## config.mk

```make
export PLATFORM = sky130hd
export DESIGN_NAME = regfile_dump
export DESIGN_NICKNAME = d
export VERILOG_FILES = /design/src/rtl/regfile_dump.sv
export SDC_FILE = /design/constraint.sdc
export NUM_CORES = 1
export LEC_CHECK = 0
export ABC_AREA = 0
export CAP_MARGIN = 20
export CORE_ASPECT_RATIO = 1.2
export CORE_UTILIZATION = 38
export DETAILED_ROUTE_END_ITERATION = 8
export PLACE_DENSITY = 0.85
export SLEW_MARGIN = 20
export SYNTH_ARGS = -nofsm -noshare
export SYNTH_HDL_FRONTEND = slang
export SYNTH_SLANG_ARGS = --single-unit
```

## constraint.sdc

```tcl
create_clock -name clk -period 2.3 [get_ports clk]
set_clock_uncertainty 0.2 [all_clocks]
set_input_delay 0.46 -clock clk [delete_from_list [all_inputs] [get_ports clk]]
set_output_delay 0.46 -clock clk [all_outputs]
set_load 0.01 [all_outputs]
```

## src/rtl/regfile_dump.sv

```systemverilog
// regfile_dump: walks a register-file address range through one read port and
// streams (address, data) pairs over a valid/ready handshake. The regfile write
// port is snooped so a streamed word always matches the register contents at
// the moment the consumer takes it.
module regfile_dump #(
  parameter int ADDR_W = 5,
  parameter int DATA_W = 32,
  parameter int FIRST  = 0,
  parameter int LAST   = 31
) (
  input  logic              clk,
  input  logic              rst,
  input  logic              start,
  output logic [ADDR_W-1:0] rd_addr,
  input  logic [DATA_W-1:0] rd_data,
  input  logic [ADDR_W-1:0] wr,
  input  logic [DATA_W-1:0] wdata,
  input  logic              regw,
  output logic [DATA_W-1:0] dout,
  output logic [ADDR_W-1:0] dout_addr,
  output logic              dout_valid,
  input  logic              dout_ready,
  output logic              busy,
  output logic              done
);

  localparam logic [ADDR_W-1:0] FIRST_A = ADDR_W'(FIRST);
  localparam logic [ADDR_W-1:0] LAST_A  = ADDR_W'(LAST);

  typedef enum logic [1:0] {
    IDLE = 2'd0,
    READ = 2'd1,
    HOLD = 2'd2,
    DONE = 2'd3
  } state_t;

  state_t            state, state_n;
  logic [ADDR_W-1:0] rd_addr_n;
  logic [DATA_W-1:0] dout_n;
  logic [ADDR_W-1:0] dout_addr_n;

  logic read_hit;
  logic hold_hit;
  logic accept;

  // Snoop comparators: register 0 is hard-wired to zero, so writes to it never
  // change what the regfile returns and must not be forwarded.
  always_comb begin
    read_hit = regw && (wr == rd_addr)   && (wr != '0);
    hold_hit = regw && (wr == dout_addr) && (wr != '0);
    accept   = (state == HOLD) && dout_ready;
  end

  // Next-state and next-datapath decode for the dump walk.
  always_comb begin
    // NOTE: every output of this block gets a default first, so no path can
    // leave a signal unassigned and infer a latch.
    state_n     = state;
    rd_addr_n   = rd_addr;
    dout_n      = dout;
    dout_addr_n = dout_addr;

    unique case (state)
      IDLE: begin
        rd_addr_n = FIRST_A;
        if (start) state_n = READ;
      end

      READ: begin
        // The regfile updates on this same edge, so rd_data is stale on a hit.
        dout_n      = read_hit ? wdata : rd_data;
        dout_addr_n = rd_addr;
        state_n     = HOLD;
      end

      HOLD: begin
        if (accept) begin
          // A write landing on the accept edge is not forwarded: the consumer
          // takes the old word and the new value shows up in a later dump.
          if (rd_addr == LAST_A) begin
            state_n = DONE;
          end else begin
            rd_addr_n = rd_addr + ADDR_W'(1);
            state_n   = READ;
          end
        end else if (hold_hit) begin
          dout_n = wdata;
        end
      end

      DONE: begin
        rd_addr_n = FIRST_A;
        state_n   = IDLE;
      end

      default: begin
        state_n   = IDLE;
        rd_addr_n = FIRST_A;
      end
    endcase
  end

  // State register; asynchronous reset returns the engine to IDLE mid-dump.
  always_ff @(posedge clk or posedge rst) begin
    // NOTE: sequential state uses non-blocking assignments so every register
    // samples the pre-edge values regardless of statement order.
    if (rst) state <= IDLE;
    else     state <= state_n;
  end

  // Datapath registers: read address and the held output word.
  always_ff @(posedge clk or posedge rst) begin
    // NOTE: every datapath register is reset so the outputs are defined the
    // instant rst rises, not only after the first clock.
    if (rst) begin
      rd_addr   <= FIRST_A;
      dout      <= '0;
      dout_addr <= '0;
    end else begin
      rd_addr   <= rd_addr_n;
      dout      <= dout_n;
      dout_addr <= dout_addr_n;
    end
  end

  // Status outputs are pure state decodes, so they also clear asynchronously.
  always_comb begin
    dout_valid = (state == HOLD);
    busy       = (state != IDLE);
    done       = (state == DONE);
  end

endmodule
```

==> impl_results.html <==
<table>
<tr><th>Metric</th><th>Value</th></tr>
<tr><th colspan="2">Status</th></tr>
<tr><td>Result of the run</td><td>finished, final reports clean</td></tr>
<tr><th colspan="2">Drt</th></tr>
<tr><td>Routed Wire Length</td><td>6380 um</td></tr>
<tr><td>Number of DRC markers after the initial detailed-route iteration</td><td>42</td></tr>
<tr><td>DRT Pass-1 Iters</td><td>4</td></tr>
<tr><td>Wire length per cell</td><td>15.7 um</td></tr>
<tr><td>Number of vias after detailed routing</td><td>1943</td></tr>
<tr><td>Number of vias per cell after detailed routing</td><td>4.77</td></tr>
<tr><td>Detailed-route DRC error count</td><td>0</td></tr>
<tr><td>Post-route antenna net violation count</td><td>0</td></tr>
<tr><th colspan="2">Floorplan</th></tr>
<tr><td>Width of the chip</td><td>77 um</td></tr>
<tr><td>Die outline area</td><td>7080 sq um</td></tr>
<tr><td>Top Ports</td><td>119</td></tr>
<tr><td>Number of placement rows</td><td>32</td></tr>
<tr><td>Initial standard-cell utilization of the core</td><td>39.5%</td></tr>
<tr><td>Core area</td><td>6490 sq um</td></tr>
<tr><td>Die boundary height</td><td>92 um</td></tr>
<tr><th colspan="2">Yosys</th></tr>
<tr><td>Cell type with the largest total area after synthesis</td><td>dfrtp_1</td></tr>
<tr><td>Proportion of netlist area held by the largest area contributor</td><td>42.9%</td></tr>
<tr><td>Distinct cell type count of the synthesized netlist</td><td>25</td></tr>
<tr><td>Per-instance average area after synthesis</td><td>14.6 sq um</td></tr>
<tr><td>Number of synthesized register bits</td><td>44</td></tr>
<tr><td>Sequential fraction of the synthesis area</td><td>42.9%</td></tr>
<tr><td>Synthesized cell area</td><td>2560 sq um</td></tr>
<tr><td>Syn Nets</td><td>257</td></tr>
<tr><td>Top post-synthesis cells by area</td><td>dfrtp_1, mux2_4, mux2_2</td></tr>
<tr><td>Gate count after technology mapping</td><td>176</td></tr>
<tr><td>Yosys warning count</td><td>0</td></tr>
<tr><th colspan="2">Global route</th></tr>
<tr><td>Initial antenna violation count</td><td>0</td></tr>
<tr><td>Global-route wire length before repair</td><td>10400 um</td></tr>
<tr><td>Overflow left after global routing</td><td>0</td></tr>
<tr><td>Vias in the first global route</td><td>2122</td></tr>
<tr><td>Pin count of the biggest net entering global routing</td><td>24</td></tr>
<tr><td>Total track usage</td><td>18.7%</td></tr>
<tr><th colspan="2">Setup path</th></tr>
<tr><td>Endpoint of the most critical register-to-register path</td><td>rd_addr[3]$_DFFE_PP0P_</td></tr>
<tr><td>Kind of launch point of the worst setup path</td><td>primary input</td></tr>
<tr><td>Data required, critical path</td><td>2280 ps</td></tr>
<tr><td>Reg2Reg Depth</td><td>9</td></tr>
<tr><td>Reg2Reg Launch Point</td><td>rd_addr[0]$_DFFE_PP0P_</td></tr>
<tr><td>Type of the worst setup path</td><td>in -&gt; reg</td></tr>
<tr><td>Crit-path max FO</td><td>6</td></tr>
<tr><td>Setup slack on the worst flop-to-flop path</td><td>60 ps</td></tr>
<tr><td>Arrival time worst endpoint</td><td>2240 ps</td></tr>
<tr><td>Endpoint kind of the worst setup timing path</td><td>register</td></tr>
<tr><th colspan="2">Clocking</th></tr>
<tr><td>Clock-pin transition on the worst setup and hold timing paths</td><td>90 ps</td></tr>
<tr><td>Count of hold buffers inserted by post-cts repair</td><td>0</td></tr>
<tr><td>Clock tree root driver cell</td><td>clkbuf_8</td></tr>
<tr><td>Number of buffers added by the clock tree synthesis step</td><td>5</td></tr>
<tr><td>Number of buffers on the longest clock path</td><td>2</td></tr>
<tr><td>Number of clock sinks seen by CTS</td><td>44</td></tr>
<tr><td>CTS H-tree depth</td><td>2</td></tr>
<tr><td>Clock latency on the worst-skew pair</td><td>290 ps</td></tr>
<tr><td>TritonCTS clock tree</td><td>yes</td></tr>
<tr><th colspan="2">STA</th></tr>
<tr><td>Count of final max-slew check failures</td><td>0</td></tr>
<tr><td>Endpoints failing setup</td><td>0</td></tr>
<tr><td>Worst Hold Slack</td><td>307 ps</td></tr>
<tr><td>Highest clock frequency the design can meet</td><td>443 MHz</td></tr>
<tr><td>Share of the clock period used by the worst path</td><td>98.1%</td></tr>
<tr><td>Slew at the pin closest to its max-slew limit</td><td>480 ps</td></tr>
<tr><td>Relative slew slack</td><td>68.0%</td></tr>
<tr><td>Final hold viol count</td><td>0</td></tr>
<tr><td>Period minus WS final</td><td>2260 ps</td></tr>
<tr><th colspan="2">Finish</th></tr>
<tr><td>Footprint of the multi-input gates</td><td>1430 sq um</td></tr>
<tr><td>FILL cells</td><td>516</td></tr>
<tr><td>Post-route core utilization</td><td>65.2%</td></tr>
<tr><td>Sequential cell area</td><td>1110 sq um</td></tr>
<tr><td>Count of placed standard cells in the final layout, fillers left out</td><td>407</td></tr>
<tr><td>Synthesis-to-layout area growth</td><td>64.8%</td></tr>
<tr><td>Number of inserted diodes</td><td>0</td></tr>
<tr><td>Area of all placed cells without fillers</td><td>4230 sq um</td></tr>
<tr><td>Layout cell share with drive strength beyond 1</td><td>37.9%</td></tr>
<tr><td>Count of nets after finishing</td><td>402</td></tr>
<tr><th colspan="2">Power and ir drop</th></tr>
<tr><td>Leakage</td><td>1.92 nW</td></tr>
<tr><td>Overall power of the completed layout</td><td>5.83 mW</td></tr>
<tr><td>Peak supply drop</td><td>0.630 mV</td></tr>
<tr><td>Cell area power density</td><td>1380 nW/um^2</td></tr>
<tr><th colspan="2">Place</th></tr>
<tr><td>GPL Wtd Cong</td><td>0.775</td></tr>
<tr><td>HPWL reported at the end of detailed placement</td><td>4720 um</td></tr>
<tr><td>Post-placement cell count</td><td>393</td></tr>
<tr><td>Count of buffers inserted at the top-level ports</td><td>118</td></tr>
<tr><td>Standard cell area after detailed placement</td><td>4050 sq um</td></tr>
<tr><th colspan="2">Min path</th></tr>
<tr><td>Hold WC Path Type</td><td>in -&gt; async</td></tr>
<tr><th colspan="2">Job</th></tr>
<tr><td>Number of violations of the max-capacitance limit</td><td>0</td></tr>
</table>
repair_timing:
action / CTS / global route
pin swaps: 2 / 1
setup buffers: 3 / 2
gates cloned: 1 / 1
setup endpoints to repair: 34 / 21
gates resized for setup: 23 / 10
cells in the final DEF (no fill, tap or decap), types with 3 or more instances in the layout:
master / netlist / routed
a21oi_1: 3 / 3
xor2_1: 6 / 6
inv_1: 10 / 9
buf_2: 3 / 3
mux2_4: 60 / 60
buf_12: 0 / 4
ha_1: 7 / 5
dfrtp_1: 44 / 40
o21ai_0: 5 / 4
dfrtp_2: 0 / 4
mux2_2: 9 / 9
clkbuf_8: 0 / 6
nand3_1: 6 / 6
buf_6: 3 / 3
buf_4: 0 / 18
clkdlybuf4s50_1: 0 / 110
worst max-delay path by stage:
stage | startpoint | end | slack (ps) | depth (start not counted)
finish | wr[3] | dout[11]$_DFFE_PP0P_ | 40 | 8
global route | rd_addr[0]$_DFFE_PP0P_ | rd_addr[3]$_DFFE_PP0P_ | -20 | 9
CTS | state[0]$_DFFE_PP0P_ | dout_valid | 10 | 3
detailed placement | wr[0] | dout[15]$_DFFE_PP0P_ | -670 | 7
global placement | wr[0] | dout[14]$_DFFE_PP0P_ | -630 | 7
floorplan | wr[2] | dout[0]$_DFFE_PP0P_ | -10 | 6
state kept, by name (all words and copies together) (netlist names):
name / cells
state: 2
dout: 32
rd_addr: 5
dout_addr: 5
synthesized netlist by cell type:
| library cell | n |
|---|---|
| a21oi_1 | 3 |
| and3_1 | 1 |
| buf_2 | 3 |
| buf_6 | 3 |
| dfrtp_1 | 44 |
| ha_1 | 7 |
| inv_1 | 10 |
| mux2_2 | 9 |
| mux2_4 | 60 |
| mux2i_1 | 2 |
| nand2_1 | 2 |
| nand2b_1 | 1 |
| nand3_1 | 6 |
| nand4_1 | 1 |
| nor2_1 | 1 |
| nor3b_1 | 1 |
| nor4_1 | 1 |
| o21ai_0 | 5 |
| o21ai_2 | 1 |
| o22ai_1 | 2 |
| o32a_1 | 1 |
| o41ai_4 | 1 |
| or4_1 | 1 |
| xnor2_1 | 4 |
| xor2_1 | 6 |
stage by stage:
stage / setup WS [ps] / setup TNS (ps)
after floorplan: -14.3 / -429
after global placement: -634 / -18980
after detailed placement: -667 / -19790
after CTS: 12.8 / 0
after global routing: -15.5 / -23.2
final: 43.7 / 0
critical path, cell delays in order:
cell,delay (ps)
buf_2,120
or4_4,520
o21ai_4,170
o41ai_4,100
buf_6,150
clkbuf_16,160
mux2_4,300
mux2_4,260
metal layers:
| metal | up-vias | wire length (um) | global-route usage [%] |
|---|---|---|---|
| met5 | - | 0 | 0 |
| met1 | 952 | 2520 | 22.5 |
| met4 | 0 | 57 | 4.87 |
| met2 | 74 | 3450 | 33.2 |
| li1 | 911 | - | - |
| met3 | 6 | 351 | 4.58 |
where the power goes:
group          leakage (nW)  internal, mW  switching, mW  total [mW]
Clock                0.0445         0.244          0.256       0.501
Sequential            0.526          1.18          0.257        1.43
Combinational          1.35          2.48           1.42        3.90
Total                  1.92          3.90           1.93        5.83
logic make-up after synthesis:
kind of cell             share of synthesized area (%)
AND/OR/NAND/NOR                                   3.17
flip-flops                                        42.9
multiplexers                                      39.9
buffers and inverters                             3.37
AO/OA/AOI/OAI                                     3.85
adder cells (fa/ha/maj)                           3.41
XOR/XNOR                                          3.41
layout make-up:
cell class / instances / share of cell area [%]
Clock buffer: 7 / 2.04
Multi-Input combinational cell: 116 / 33.9
Timing Repair Buffer: 144 / 34.4
Sequential cell: 44 / 26.2
Clock inverter: 1 / 0.178
Tap cell: 85 / 2.52
Inverter: 10 / 0.888
No activity file was read; power rests on OpenSTA's default activity.
